===== src/rtl/grayscale_stream_ctrl.sv =====
// grayscale_stream_ctrl: frame sequencer for the RGB565 -> grayscale datapath.
// Takes two RGB565 pixels per input word and packs four gray bytes per output word.
// The final output word of a frame carries outLast; done pulses once it is consumed.

// rgb565Grayscale: one pixel of RGB565 to an 8-bit gray value.
// Channels are widened by zero-filling the low bits, then weighted with
// (54R + 183G + 19B) >> 8 and truncated.
module rgb565Grayscale (
  input  logic [15:0] i_pixel,
  output logic [7:0]  o_gray
);
  logic [15:0] w_r8;
  logic [15:0] w_g8;
  logic [15:0] w_b8;
  logic [15:0] w_sum;

  assign w_r8  = {8'd0, i_pixel[15:11], 3'b000};
  assign w_g8  = {8'd0, i_pixel[10:5], 2'b00};
  assign w_b8  = {8'd0, i_pixel[4:0], 3'b000};
  // Largest possible sum is 64220, so 16 bits never overflow.
  assign w_sum = (w_r8 * 16'd54) + (w_g8 * 16'd183) + (w_b8 * 16'd19);
  assign o_gray = 8'(w_sum >> 8);
endmodule

module grayscale_stream_ctrl #(
  parameter int CNT_WIDTH = 20
) (
  input  logic                 clock,
  input  logic                 nReset,
  input  logic                 start,
  input  logic [CNT_WIDTH-1:0] pixelCount,
  output logic                 busy,
  output logic                 done,
  input  logic                 inValid,
  input  logic [31:0]          inData,
  output logic                 inReady,
  output logic                 outValid,
  output logic [31:0]          outData,
  input  logic                 outReady,
  output logic                 outLast
);

  typedef enum logic [1:0] {
    S_IDLE  = 2'd0,
    S_RUN   = 2'd1,
    S_DRAIN = 2'd2
  } state_t;

  localparam logic [CNT_WIDTH-1:0] C_ZERO = {CNT_WIDTH{1'b0}};
  localparam logic [CNT_WIDTH-1:0] C_ONE  = CNT_WIDTH'(1);
  localparam logic [CNT_WIDTH-1:0] C_TWO  = CNT_WIDTH'(2);

  state_t               r_state;
  state_t               w_state_next;
  logic [CNT_WIDTH-1:0] r_remaining;
  logic [15:0]          r_half;
  logic                 r_half_full;
  logic [31:0]          r_out_data;
  logic                 r_out_valid;
  logic                 r_out_last;
  logic                 r_done;

  logic [7:0]           w_g0;
  logic [7:0]           w_g1;
  logic [7:0]           w_g1_eff;
  logic                 w_final;
  logic                 w_to_half;
  logic                 w_in_ready;
  logic                 w_accept;
  logic                 w_out_consume;
  logic [31:0]          w_out_word;

  rgb565Grayscale u_gray0 (.i_pixel(inData[31:16]), .o_gray(w_g0));
  rgb565Grayscale u_gray1 (.i_pixel(inData[15:0]),  .o_gray(w_g1));

  // A word is final when it holds the last one or two pixels of the frame.
  assign w_final       = (r_remaining <= C_TWO);
  assign w_to_half     = !r_half_full && !w_final;
  assign w_accept      = inValid && w_in_ready;
  assign w_out_consume = r_out_valid && outReady;
  // With one pixel left the second pixel of the word is outside the frame.
  assign w_g1_eff      = (r_remaining == C_ONE) ? 8'h00 : w_g1;
  assign w_out_word    = r_half_full ? {r_half, w_g0, w_g1_eff}
                                     : {w_g0, w_g1_eff, 16'h0000};

  // State register.
  always_ff @(posedge clock or negedge nReset) begin
    if (!nReset) begin
      r_state <= S_IDLE;
    end else begin
      r_state <= w_state_next;
    end
  end

  // Next-state logic for the IDLE -> RUN -> DRAIN -> IDLE frame sequence.
  always_comb begin
    w_state_next = r_state;
    case (r_state)
      S_IDLE: begin
        if (start && (pixelCount != C_ZERO)) begin
          w_state_next = S_RUN;
        end else begin
          w_state_next = S_IDLE;
        end
      end
      S_RUN: begin
        if (w_accept && w_final) begin
          w_state_next = S_DRAIN;
        end else begin
          w_state_next = S_RUN;
        end
      end
      S_DRAIN: begin
        if (w_out_consume && r_out_last) begin
          w_state_next = S_IDLE;
        end else begin
          w_state_next = S_DRAIN;
        end
      end
      default: w_state_next = S_IDLE;
    endcase
  end

  // Input backpressure: parking into the half register needs no output slot.
  always_comb begin
    w_in_ready = 1'b0;
    case (r_state)
      S_RUN:   w_in_ready = w_to_half || !r_out_valid || outReady;
      default: w_in_ready = 1'b0;
    endcase
  end

  // Remaining-pixel counter and half-word register holding two parked gray bytes.
  always_ff @(posedge clock or negedge nReset) begin
    if (!nReset) begin
      r_remaining <= C_ZERO;
      r_half      <= 16'h0000;
      r_half_full <= 1'b0;
    end else if ((r_state == S_IDLE) && start && (pixelCount != C_ZERO)) begin
      r_remaining <= pixelCount;
      r_half      <= 16'h0000;
      r_half_full <= 1'b0;
    end else if (w_accept) begin
      r_remaining <= w_final ? C_ZERO : (r_remaining - C_TWO);
      if (w_to_half) begin
        r_half      <= {w_g0, w_g1};
        r_half_full <= 1'b1;
      end else begin
        r_half_full <= 1'b0;
      end
    end else begin
      r_remaining <= r_remaining;
    end
  end

  // Output register: loads one cycle after the handshake, holds while stalled.
  always_ff @(posedge clock or negedge nReset) begin
    if (!nReset) begin
      r_out_data  <= 32'h0000_0000;
      r_out_valid <= 1'b0;
      r_out_last  <= 1'b0;
    end else if (w_accept && !w_to_half) begin
      r_out_data  <= w_out_word;
      r_out_valid <= 1'b1;
      r_out_last  <= w_final;
    end else if (w_out_consume) begin
      r_out_valid <= 1'b0;
      r_out_last  <= 1'b0;
    end else begin
      r_out_valid <= r_out_valid;
    end
  end

  // Done pulse: empty-frame start, or consumption of the last output word.
  always_ff @(posedge clock or negedge nReset) begin
    if (!nReset) begin
      r_done <= 1'b0;
    end else if ((r_state == S_IDLE) && start && (pixelCount == C_ZERO)) begin
      r_done <= 1'b1;
    end else if ((r_state == S_DRAIN) && w_out_consume && r_out_last) begin
      r_done <= 1'b1;
    end else begin
      r_done <= 1'b0;
    end
  end

  assign busy     = (r_state != S_IDLE);
  assign done     = r_done;
  assign inReady  = w_in_ready;
  assign outValid = r_out_valid;
  assign outData  = r_out_data;
  assign outLast  = r_out_last;

endmodule


===== config.mk =====
export PLATFORM = sky130hd
export DESIGN_NAME = grayscale_stream_ctrl
export DESIGN_NICKNAME = d
export VERILOG_FILES = /design/src/rtl/grayscale_stream_ctrl.sv
export SDC_FILE = /design/constraint.sdc
export NUM_CORES = 1
export LEC_CHECK = 0
export CAP_MARGIN = 20
export CORE_MARGIN = 2
export CORE_UTILIZATION = 30
export DETAILED_ROUTE_END_ITERATION = 8
export SYNTH_ARGS = -nofsm -noshare
export SYNTH_HDL_FRONTEND = slang
export SYNTH_SLANG_ARGS = --single-unit

===== constraint.sdc =====
create_clock -name clock -period 6 [get_ports clock]
set_clock_uncertainty 0.2 [all_clocks]
set_input_delay 1.2 -clock clock [delete_from_list [all_inputs] [get_ports clock]]
set_output_delay 1.2 -clock clock [all_outputs]
set_load 0.02 [all_outputs]

After elaboration in Yosys (flattened, before gate mapping)
Index checks and enable logic that the tools add are counted.

$add $sub $neg: 5. Multiply operators: 6. Order comparisons: 1. Equality and inequality tests: 3. Muxes and demuxes: 21. Reductions and logical operators: 26.

Operators with widths (count): 16-bit adder (4); 20-bit two-way mux (3); 16-bit two-way mux (3); 5-bit by 5-bit multiplier with 10-bit output (second input constant) (4); 32-bit two-way mux (1); 6-bit by 8-bit multiplier with 14-bit output (second input constant) (2); 20-bit by 1-bit == test with 1-bit output (second input constant) (1); 20-bit by 2-bit less-or-equal comparator with 1-bit output (second input constant) (1); 20-bit logical NOT (1); 20-bit nonzero test (1); 20-bit by 2-bit subtractor with 20-bit output (second input constant) (1); 1-bit logical AND (12); 1-bit two-way mux (10); 8-bit two-way mux (1); 2-bit nonzero test (4); 2-bit one-hot mux with 3 select lines (1); 1-bit logical NOT (4); 2-bit two-way mux (2); 2-bit by 1-bit == test with 1-bit output (second input constant) (1); 2-bit == test (second input constant) (1); 2-bit logical NOT (1); 1-bit logical OR (2); 2-bit AND reduction (1).

Register bits: 74. Input bits: 57. Output and inout bits: 37. Word-level logic and storage cells: 70.

Logic depth before layout (Yosys ltp)
Word-level depth: 10. Gate-level depth with buffers: 21. Mapped depth without buffers: 21.

By module
Synthesis repeated with hierarchy kept, for this count alone.

Cell total of the unflattened synthesis: 868. Area total of the unflattened synthesis: 8174.1 sq um.

By module, submodules not included: grayscale_stream_ctrl (times used 1, cells an instance 345, area each 3465.8 sq um, seq. area each 1851.8 sq um); rgb565Grayscale (u_gray1) (times used 1, cells an instance 264, area each 2373.5 sq um, seq. area each 0.0 sq um); rgb565Grayscale (u_gray0) (times used 1, cells an instance 259, area each 2334.7 sq um, seq. area each 0.0 sq um).

Least setup slack after synthesis
OpenSTA, ideal clock, no wires.

Kind: input to register. Start: input inData[8]. End: register r_out_data[23], in the netlist outData[23]. Setup time: 127 ps. Arrival time: 6167 ps. Required time: 5673 ps. Setup slack: -494 ps. Stages: 20. Buffers on the path: 0. Cell sequence: fa_1 inv_1 fa_1 fa_1 inv_1 ha_1 a21oi_1 o21ai_0 nor4_1 nor3_1 xnor2_1 fa_1 ha_1 a21oi_1 o21ai_0 a2111oi_0 nor3b_2 xnor3_1 a222oi_1 inv_1.

Cells in the longest elaborated chain, start to end: 5.

Ends and longest elaborated chain: start: declaration (RTL line 35) `input logic [31:0] inData,`; 6-bit by 8-bit multiplier with 14-bit output (RTL line 21) `assign w_sum = (w_r8 * 16'd54) + (w_g8 * 16'd183) + (w_b8 * 16'd19);`; 16-bit adder (2 in series) (RTL line 21); 8-bit two-way mux (RTL line 82) `assign w_g1_eff = (r_remaining == C_ONE) ? 8'h00 : w_g1;`; 32-bit two-way mux (RTL line 83) `assign w_out_word = r_half_full ? {r_half, w_g0, w_g1_eff}`; end signal: assignment (RTL line 163) `r_out_data <= w_out_word;`; end: declaration (RTL line 58) `logic [31:0] r_out_data;`.

No other way between the ends. A chain may end at the register's enable or synchronous reset.

Worst setup path in the final report
Start: input inData[25]. End: register r_out_data[31], in the netlist outData[31].

Cells in the longest elaborated chain, start to end: 4.

Ends and longest elaborated chain (RTL line): 6-bit by 8-bit multiplier with 14-bit output (21); 16-bit adder (2 in series) (21); 32-bit two-way mux (83).

No other way between the ends.

==> results.cfg <==
[cells_and_area]
antenna_cells = 0
area_growth_pct = 35.45
layout.nets = 1343
final_common_cell = ha_1
fin_cells = 1434
final_cell_mix = ha_1 (129), buf_4 (124), inv_1 (122), clkdlybuf4s50_1 (80), dfrtp_1 (74)
post_route_cells_drive_above_1_share_pct = 20.22

[drt]
viasPerCell = 4.838
drt_first_pass_iters = 5
vias = 6938
ant_nets = 0
drc = 0
dr.first_iter.drc_count = 330
drt_wl_total_mm = 20.36
wl_per_cell_um = 14.20

[yosys]
ys_ff_latch = 74
yosys.area_share.simple_pct = 12.08
synth-main-ff-cell = dfrtp_1
synth_adder_area_share_pct = 34.99
syn_inst = 879
synth_nets = 1133
yosysUniqueCellTypes = 66
synth_edf_count = 0
synth_top_family_by_area = adder cells
syn_area_per_cell_um2 = 9.284
yosys-top-cells-area = dfrtp_1 (23%), ha_1 (22%), fa_1 (13%), inv_1 (5.8%), xnor2_1 (4.1%)
netlist_area_um2 = 8160
ys_seq_area_share_pct = 22.69
synthDominantCellAreaShare_pct = 22.69
async_reset_ff_share_pct = 100.0
synth_mux_area_share_pct = 0.7360
synth_xor_area_share_pct = 5.918
yosysWarnings = 0
synth_compound_gate_area_share_pct = 16.67
yosys.area.top_type = dfrtp_1

[timing]
setup_viol = 0
rsz0062_at_grt = yes
fmax_ghz = 0.1691
fin_hold_ws_ns = 0.2764
hold_viol = 0
setup_ws_ns = 0.08689
slew_violations = 0
fin_crit_ns = 5.913
period_share_pct = 98.55
fin_tns_setup_ns = 0
worst_pin_slew_ns = 1.039
relSlewSlack_pct = 30.18

[grt]
antenna_found_initial = 0
grt_pass1_wl_mm = 33.62
track_usage_pct = 14.40
first_global_vias = 7053
grt_overflow = 0
grt_max_degree = 75

[die]
die_x_um = 168.9
num_rows = 60
core_area_um2 = 26800
start_util_pct = 30.45
fp.dieH_um = 168.9
num_io_pins = 94
dieArea_um2 = 28540

[status]
status = finished clean

[critical_path]
cp-end-kind = flop
cp-endpoint = outData[31]$_DFFE_PN0P_
worstPathRequired_ns = 6.04
timing.rr.start = r_remaining[5]$_DFFE_PN0P_
cp_max_fo = 4
r2r_slack_ns = 3.00
crit_arrival_ns = 5.95
worstSetupPathType = input pin to flop
reg2regPathDepth = 8
crit_start = inData[25]
rr_endpoint = r_half[8]$_DFFE_PN0P_
start_kind = input pin

[pwr]
powerDensity_nw_per_um2 = 619.7
leakagePower_nw = 5.348
peakVddDrop_uv = 324.8

[clock_tree]
insertion_delay_ns = 0.33
clkSinkCount = 74
cts_tree = done
cts_hold_buf = 0
clk_pin_slew_ns = 0.06
cts_buffers = 9
root_buffer = clkbuf_16
clockBufferDepth = 2
cts.htree.levels = 3

[min_path]
hp-class = flop to flop

[placed_design]
pre_cts_slack_ns = -0.7554
gp_congestion = 0.8422
dp.final_hpwl_mm = 16.42
numPortBuffers = 93
place_inst = 1413

[flow_run]
max_cap_violations = 0
## Yosys cell counts, drive strengths merged, types with 3 or more instances
master and instances:
mux2i 6, nor3b 3, ha 145, xnor2 38, a21oi 56, nand4 8
nand2b 3, o31ai 4, o21a 7, a22o 22, or4 5, a22oi 11
and3 3, o21ai 57, a21o 20, a221o 3, nand2 63, nor4 14
nor2b 10, a31oi 3, o41ai 4, nor2 40, clkbuf 11, inv 127
nand3 13, nor3 25, xor2 12, o21bai 7, dfrtp 74, fa 52
buf 6
## worst max-delay path, cell delays in order
cell and delay, ns:
buf_8 0.11, fa_2 0.56, inv_2 0.04, fa_1 0.46, fa_1 0.51, inv_2 0.05
ha_4 0.22, a21oi_4 0.15, o21ai_1 0.09, or4_4 0.49, nand2_2 0.10, xnor2_2 0.11
fa_1 0.47, ha_4 0.24, and3_2 0.16, a221o_2 0.39, a21oi_2 0.13, xnor3_1 0.28
o31ai_2 0.18
## final cells by class
| cell class | count | area [µm²] |
|---|---|---|
| clock buffers | 12 | 256.5 |
| clock inverters | 3 | 47.55 |
| fillers | 2605 | 15750 |
| inverters | 127 | 476.7 |
| multi-input cells | 661 | 6161 |
| flip-flops and latches | 74 | 1852 |
| well taps | 341 | 426.7 |
| repair buffers | 216 | 1833 |
## metrics by stage
step / power [W] / util, % / area [µm²]
final: 0.006850 / 41.24 / 11050
after detailed placement: 0.005797 / 38.85 / 10410
after floorplan: 0.003771 / - / 8257
after global placement: 0.005699 / 38.85 / 10410
after global routing: 0.007490 / 41.24 / 11050
after CTS: 0.006568 / 40.76 / 10920
## report_power, final
part	switching [W]	internal [W]	total [W]
clock	0.000213	0.000345	0.000558
combinational	0.00261	0.00280	0.00542
sequential	0.000167	0.000707	0.000874
total	0.00299	0.00386	0.00685
## cell families after synthesis
logic type | Yosys count
buf+inv | 144
flops | 74
mux | 6
simple gates | 197
fa+ha+maj | 197
xor+xnor | 52
compound gates | 209
## per-layer routing
layer | part of all wire, % | track usage, % | vias up
li1 | - | - | 3488
met1 | 46 | 18.42 | 3300
met2 | 49 | 25.78 | 131
met3 | 3.8 | 1.800 | 19
met4 | 1.6 | 3.448 | 0
met5 | 0 | 0 | -
## worst min-delay path by stage
| stage | from | endpoint | cells past startpoint |
|---|---|---|---|
| 2_1_floorplan | r_half[9]$_DFFE_PN0P_ | r_half[9]$_DFFE_PN0P_ | 2 |
| 3_3_place_gp | r_half[12]$_DFFE_PN0P_ | r_half[12]$_DFFE_PN0P_ | 2 |
| 3_5_place_dp | r_half[12]$_DFFE_PN0P_ | r_half[12]$_DFFE_PN0P_ | 2 |
| 4_1_cts | r_half[12]$_DFFE_PN0P_ | r_half[12]$_DFFE_PN0P_ | 2 |
| 5_1_grt | outData[27]$_DFFE_PN0P_ | outData[27]$_DFFE_PN0P_ | 2 |
| 6_report | outData[17]$_DFFE_PN0P_ | outData[17]$_DFFE_PN0P_ | 2 |
## what timing repair did
action	in CTS	in global routing
endpoints found under the setup margin	32	27
pin swaps	41	21
gates resized for setup	73	31
setup buffers	6	1
## sequential cells by signal (all words and copies together), names as in the netlist
name / count
r_remaining: 20
done: 1
outLast: 1
outData: 32
outValid: 1
r_half_full: 1
r_state: 2
r_half: 16
No activity file was read; power rests on OpenSTA's default activity.
